[config.mk]
export PLATFORM = sky130hd
export DESIGN_NAME = johnson_decoder_flat
export DESIGN_NICKNAME = d
export VERILOG_FILES = /design/src/rtl/johnson_decoder_if.sv /design/src/rtl/johnson_decoder.sv /design/src/flat_wrapper.sv
export SDC_FILE = /design/constraint.sdc
export NUM_CORES = 1
export LEC_CHECK = 0
export ABC_AREA = 1
export CORE_AREA = 2 2 71 73
export DETAILED_ROUTE_END_ITERATION = 7
export DIE_AREA = 0 0 73 75
export PLACE_DENSITY_LB_ADDON = 0.15
export SYNTH_ARGS = -nofsm -noshare
export SYNTH_HDL_FRONTEND = slang
export SYNTH_SLANG_ARGS = --single-unit
[constraint.sdc]
create_clock -name clock -period 2.95 [get_ports clock]
set_input_delay 0.59 -clock clock [delete_from_list [all_inputs] [get_ports clock]]
set_output_delay 0.59 -clock clock [all_outputs]
set_load 0.01 [all_outputs]
[src/rtl/johnson_decoder_if.sv]
// johnson_decoder_if: sample/result bundle for the Johnson-code decoder.
//   master : drives in_valid/in, observes the decoded results
//   slave  : the decoder itself
//   in_valid, in       - sample strobe and WIDTH-bit Johnson code
//   index, up_down     - last legal index, direction of last adjacent step
//   locked             - decoder is tracking a legal code
//   step, code_err,
//   step_err           - one-cycle event pulses
//   position           - signed net step count (POS_W bits, wraps)
interface johnson_decoder_if #(
    parameter int WIDTH = 3,
    parameter int IDX_W = 3,
    parameter int POS_W = 16
);
    logic             in_valid;
    logic [WIDTH-1:0] in;
    logic [IDX_W-1:0] index;
    logic             up_down;
    logic             locked;
    logic             step;
    logic             code_err;
    logic             step_err;
    logic [POS_W-1:0] position;

    modport master (
        output in_valid, in,
        input  index, up_down, locked, step, code_err, step_err, position
    );

    modport slave (
        input  in_valid, in,
        output index, up_down, locked, step, code_err, step_err, position
    );
endinterface

[src/rtl/johnson_decoder.sv]
// johnson_decoder: decodes a WIDTH-bit Johnson code into a binary index,
// infers count direction from successive legal codes, flags illegal codes
// and non-adjacent jumps, and keeps a wrapping signed net-step position.
// Ports:
//   clock - rising-edge clock
//   reset - asynchronous active-low reset
//   bus   - johnson_decoder_if.slave (sample in, registered results out)
// All outputs are registered: a sample taken on edge N shows after edge N.
module johnson_decoder #(
    parameter int WIDTH = 3,
    parameter int IDX_W = 3,
    parameter int POS_W = 16
) (
    input  logic               clock,
    input  logic               reset,
    johnson_decoder_if.slave   bus
);
    localparam int               NSTATES = 2 * WIDTH;
    localparam logic [IDX_W-1:0] LAST    = IDX_W'(NSTATES - 1);

    typedef enum logic [1:0] {UNLOCKED, LOCKED, ERROR} state_t;

    state_t           state_q, state_d;
    logic [IDX_W-1:0] index_q, index_d;
    logic             up_down_q, up_down_d;
    logic [POS_W-1:0] pos_q, pos_d;
    logic             step_q, step_d;
    logic             cerr_q, cerr_d;
    logic             serr_q, serr_d;

    logic [IDX_W-1:0] dec_idx;
    logic             dec_legal;
    logic [IDX_W-1:0] idx_up, idx_dn;

    // Index k < WIDTH has its low k bits set; index k >= WIDTH has its
    // low (k-WIDTH) bits clear and the rest set.
    function automatic logic [WIDTH-1:0] johnson_code(input int k);
        logic [WIDTH-1:0] c;
        for (int b = 0; b < WIDTH; b++)
            c[b] = (k < WIDTH) ? (b < k) : (b >= k - WIDTH);
        return c;
    endfunction

    always_comb begin
        dec_idx   = '0;
        dec_legal = 1'b0;
        for (int k = 0; k < NSTATES; k++) begin
            if (bus.in == johnson_code(k)) begin
                dec_idx   = IDX_W'(k);
                dec_legal = 1'b1;
            end
        end
    end

    // Neighbours of the held index, modulo 2*WIDTH.
    assign idx_up = (index_q == LAST) ? '0 : index_q + 1'b1;
    assign idx_dn = (index_q == '0) ? LAST : index_q - 1'b1;

    always_comb begin
        state_d   = state_q;
        index_d   = index_q;
        up_down_d = up_down_q;
        pos_d     = pos_q;
        step_d    = 1'b0;
        cerr_d    = 1'b0;
        serr_d    = 1'b0;
        if (bus.in_valid) begin
            if (!dec_legal) begin
                // Illegal code from any state: index keeps last legal value.
                cerr_d  = 1'b1;
                state_d = ERROR;
            end else if (state_q != LOCKED) begin
                // (Re)acquire without a step.
                index_d = dec_idx;
                state_d = LOCKED;
            end else if (dec_idx == index_q) begin
                // Stall: nothing changes.
            end else if (dec_idx == idx_up) begin
                step_d    = 1'b1;
                up_down_d = 1'b0;
                pos_d     = pos_q + POS_W'(1);
                index_d   = dec_idx;
            end else if (dec_idx == idx_dn) begin
                step_d    = 1'b1;
                up_down_d = 1'b1;
                pos_d     = pos_q - POS_W'(1);
                index_d   = dec_idx;
            end else begin
                serr_d  = 1'b1;
                index_d = dec_idx;
            end
        end
    end

    always_ff @(posedge clock or negedge reset) begin
        if (!reset) begin
            state_q   <= UNLOCKED;
            index_q   <= '0;
            up_down_q <= 1'b0;
            pos_q     <= '0;
            step_q    <= 1'b0;
            cerr_q    <= 1'b0;
            serr_q    <= 1'b0;
        end else begin
            state_q   <= state_d;
            index_q   <= index_d;
            up_down_q <= up_down_d;
            pos_q     <= pos_d;
            step_q    <= step_d;
            cerr_q    <= cerr_d;
            serr_q    <= serr_d;
        end
    end

    assign bus.index    = index_q;
    assign bus.up_down  = up_down_q;
    assign bus.locked   = (state_q == LOCKED);
    assign bus.step     = step_q;
    assign bus.code_err = cerr_q;
    assign bus.step_err = serr_q;
    assign bus.position = pos_q;
endmodule

[src/flat_wrapper.sv]
// flat-port wrapper written by rule: the top's interface ports become plain ports
module johnson_decoder_flat 
#(
    parameter int WIDTH = 3,
    parameter int IDX_W = 3,
    parameter int POS_W = 16
)
  (clock, reset, bus_in_valid, bus_in, bus_index, bus_up_down, bus_locked, bus_step, bus_code_err, bus_step_err, bus_position);
  johnson_decoder_if #(.WIDTH(WIDTH), .IDX_W(IDX_W), .POS_W(POS_W)) bus_i ();
  input  logic clock;
  input  logic reset;
  input wire logic [$bits(bus_i.in_valid)-1:0] bus_in_valid;
  input wire logic [$bits(bus_i.in)-1:0] bus_in;
  output wire logic [$bits(bus_i.index)-1:0] bus_index;
  output wire logic [$bits(bus_i.up_down)-1:0] bus_up_down;
  output wire logic [$bits(bus_i.locked)-1:0] bus_locked;
  output wire logic [$bits(bus_i.step)-1:0] bus_step;
  output wire logic [$bits(bus_i.code_err)-1:0] bus_code_err;
  output wire logic [$bits(bus_i.step_err)-1:0] bus_step_err;
  output wire logic [$bits(bus_i.position)-1:0] bus_position;
  assign bus_i.in_valid = bus_in_valid;
  assign bus_i.in = bus_in;
  assign bus_index = bus_i.index;
  assign bus_up_down = bus_i.up_down;
  assign bus_locked = bus_i.locked;
  assign bus_step = bus_i.step;
  assign bus_code_err = bus_i.code_err;
  assign bus_step_err = bus_i.step_err;
  assign bus_position = bus_i.position;
  johnson_decoder #(.WIDTH(WIDTH), .IDX_W(IDX_W), .POS_W(POS_W)) u_core (.clock(clock), .reset(reset), .bus(bus_i));
endmodule
==> run summary <==
======================================================================================
Type of the worst min-delay path ........................................ register to register
Total wirelength of the detailed-routed design ..........................     4.627 mm
Final Cycle Share .......................................................       0.8649
Clock tree from TritonCTS ...............................................         done
Commonest non-fill, non-tap cell in the layout ..........................      nand2_1
Floorplan core area .....................................................     4661 um2
Async S/R FF share, synth ...............................................        1.000
Horiz. Die Dim ..........................................................        73 um
Gr ovfl total ...........................................................            0
Setup fix buffers added after clock tree synthesis ......................            0
Startpoint of the worst register-to-register path ....................... u_core.bus.index[0]$_DFFE_PN0P_
Outcome ................................................................. finished clean
Final core utilization ..................................................       0.5758
# clock sinks ...........................................................           25
Summed negative setup slack over all endpoints ..........................         0 ns
Wire length of the first global-routing pass ............................     7.997 mm
Number of distinct standard cells referenced by the synthesized netlist .           30
Internal Pwr Total ......................................................     1.720 mW
Part of the Yosys area used for sequential elements .....................       0.3159
Latest clock arrival within the worst-skew pair .........................      0.28 ns
Total inserted antenna cells ............................................            0
Register bit count reported by yosys ....................................           25
Synthesized area ........................................................     1981 um2
Initial detailed-routing violation count ................................           89
Top routing layer used ..................................................         met4
Source of the critical timing path ......................................    bus_in[1]
Worst Path Required .....................................................      3.12 ns
Maximum capacitance violations ..........................................            0
Routed WL per cell ......................................................     11.86 um
Clock Tree Buf Depth ....................................................            2
Setup ws final ..........................................................    0.3985 ns
Remaining DRCs ..........................................................            0
Total die area ..........................................................     5475 um2
Normalized max-slew margin ..............................................       0.7557
Vias in the first global route ..........................................         1734
Total number of placement rows ..........................................           25
Hold slack ..............................................................    0.4878 ns
Data arrival time at the worst-slack endpoint ...........................      2.72 ns
Worst reg-to-reg setup slack ............................................      0.43 ns
Most frequently used flop master after synthesis ........................      dfrtp_1
IO buf count ............................................................           29
Leak pwr ................................................................     1.423 nW
Net count of the finished layout ........................................          359
Post-detailed-route via-to-cell ratio ...................................        4.715
Final-report max-slew violation count ...................................            0
Post-detailed-placement cell area .......................................     2609 um2
Critical path endpoint category .........................................     register
Routability congestion estimate .........................................       0.8887
Setup repair after global routing missed its margin .....................           no
Sequential share of power ...............................................        0.182
Vias after detailed routing .............................................         1839
Largest net degree at the start of global routing .......................           28
Relative contribution of combinational cells to total power .............        0.747
Transition at the pin with the smallest max-transition slack ............    0.3664 ns
Power per cell area .....................................................  1158 nW/um2
Wire length on met2 .....................................................     2.141 mm
Syn. warnings ...........................................................            0
Starting density of the core ............................................       0.4250
Critical Path End ....................................................... u_core.bus.position[7]$_DFFE_PN0P_
WL met1 .................................................................     2.302 mm
Fraction of power consumed by the clock network .........................        0.071
Ports ...................................................................           30
HPWL after detailed placement ...........................................     3.576 mm
Synthesis-to-layout area growth .........................................       35.50%
Crit Reg-Reg Endpoint ................................................... u_core.bus.position[14]$_DFFE_PN0P_
Number of standard cells after synthesis ................................          266
Die Y ...................................................................        75 um
Post-Synthesis Mean Instance Area .......................................    7.446 um2
Remaining antenna violation count after routing .........................            0
Total global routing track utilization ..................................       0.1894
Share of layout cells above drive strength 1 ............................       0.2083
Met3 wirelength from detailed routing ...................................       113 um
Setup-failing EPs final .................................................            0
Fillers .................................................................          435
Count of cells along the worst register-to-register path ................           18
Post-placement worst setup slack ........................................   -0.2498 ns
CP Class ................................................................ input pin to register
Number of flops mapped to enable cells by yosys .........................            0
Clock transition at the registers of the reported paths .................      0.10 ns
Maximum level of the CTS H-tree .........................................            1
Antenna violations before repair ........................................            0
Number of hold violations in the final report ...........................            0
Number of CTS-inserted buffers ..........................................            3
Fmax ....................................................................    391.9 MHz
Critical path startpoint category .......................................    input pin
Final cell area excluding filler cells ..................................     2684 um2
Leading cell types in the layout, fill and taps excluded ................ 82 x nand2_1, 38 x buf_4, 28 x inv_1
Maximum ir drop on the vdd rail .........................................  0.0005396 V
Switching component of the power ........................................     1.388 mW
Number of nets in the synthesized netlist ...............................          288
Min Clock Period, post-route ............................................     2.552 ns
First-pass DRT Iterations ...............................................            4
Clock tree skew after final layout ......................................  0.009218 ns
Clock Root Buffer .......................................................     clkbuf_8
Switching part of the total .............................................       0.4466
Largest fanout of any net on the critical path ..........................           10
======================================================================================
[registers in the layout, summed over array words and instances, names as in the netlist]
name / count
u_core.bus.up_down: 1
u_core.bus.step_err: 1
u_core.bus.step: 1
u_core.state_q: 2
u_core.bus.code_err: 1
u_core.bus.index: 3
u_core.bus.position: 16
[layer usage]
| layer | up-vias | track usage |
|---|---|---|
| met3 | 6 | 0.02544 |
| met2 | 23 | 0.3013 |
| met4 | 0 | 0.06790 |
| li1 | 999 | - |
| met5 | - | 0 |
| met1 | 811 | 0.2638 |
[cells in the mapped netlist, drive strengths merged (2+ instances only)]
| master | n | area share |
|---|---|---|
| nand3b | 3 | 0.011 |
| xnor2 | 8 | 0.035 |
| xor2 | 7 | 0.031 |
| a21oi | 16 | 0.046 |
| nor2 | 20 | 0.042 |
| buf | 2 | 0.011 |
| o21ai | 19 | 0.065 |
| inv | 30 | 0.057 |
| ha | 15 | 0.095 |
| nand3 | 19 | 0.063 |
| nand4 | 5 | 0.016 |
| nand2 | 89 | 0.18 |
| dfrtp | 25 | 0.32 |
[critical path: stages]
cell and delay (ns):
dlymetal6s2s_1 0.17, nand3b_1 0.21, nand3_2 0.09, nand2_1 0.08
nand2_2 0.09, nand3_4 0.14, ha_1 0.36, a21oi_1 0.21
a21boi_0 0.20, nand2_1 0.15, buf_4 0.17, xnor2_1 0.17
o21ai_2 0.08
[stage by stage]
stage | power, mW | std cells
floorplan | 1.912 | 266
global placement | 2.847 | 386
detailed placement | 2.861 | 386
CTS | 3.102 | 390
global route | 3.459 | 390
finish | 3.108 | 390
[what timing repair did]
item                       in CTS  in global routing
gates resized for setup         0                  8
hold buffers                    0                  0
setup endpoints to repair       0                 10
[cells by family (layout without fill, tap and decap cells)]
| family | count (synthesis) | after routing | share of synthesized area |
|---|---|---|---|
| fa+ha+maj | 16 | 16 | 0.1049 |
| compound gates | 38 | 38 | 0.1226 |
| buf+inv | 33 | 103 | 0.07075 |
| simple gates | 139 | 139 | 0.3196 |
| xor+xnor | 15 | 15 | 0.06633 |
| flops | 25 | 25 | 0.3159 |
[how the worst min path moves through the flow]
stage                                           endpoint                      startpoint  depth (start not counted)  slack (ns)
final                     u_core.bus.up_down$_DFFE_PN0P_  u_core.bus.up_down$_DFFE_PN0P_                          2        0.49
after global routing      u_core.bus.up_down$_DFFE_PN0P_  u_core.bus.up_down$_DFFE_PN0P_                          2        0.51
after CTS                 u_core.bus.up_down$_DFFE_PN0P_  u_core.bus.up_down$_DFFE_PN0P_                          2        0.49
after detailed placement  u_core.bus.up_down$_DFFE_PN0P_  u_core.bus.up_down$_DFFE_PN0P_                          2        0.47
after global placement    u_core.bus.up_down$_DFFE_PN0P_  u_core.bus.up_down$_DFFE_PN0P_                          2        0.47
after floorplan            u_core.bus.code_err$_DFF_PN0_                           reset                          0        0.29
[area by class of cell]
type                       instances  area, um2  area share
inverter                          31      117.6     0.04382
timing repair buffer              68      594.3      0.2214
clock buffer                       3      41.29     0.01538
multi-input combinational        208       1230      0.4583
tap                               54      67.56     0.02517
clock inverter                     1      7.507    0.002797
sequential                        25      625.6      0.2331
[power groups by stage]
stage	Sequential (mW)	Combinational, mW	Clock (mW)
2_1_floorplan	0.600	1.31	0
3_5_place_dp	0.573	2.29	0
4_1_cts	0.568	2.30	0.235
5_1_grt	0.582	2.64	0.242
3_3_place_gp	0.572	2.28	0
6_report	0.567	2.32	0.220
No activity file was read; power rests on OpenSTA's default activity.
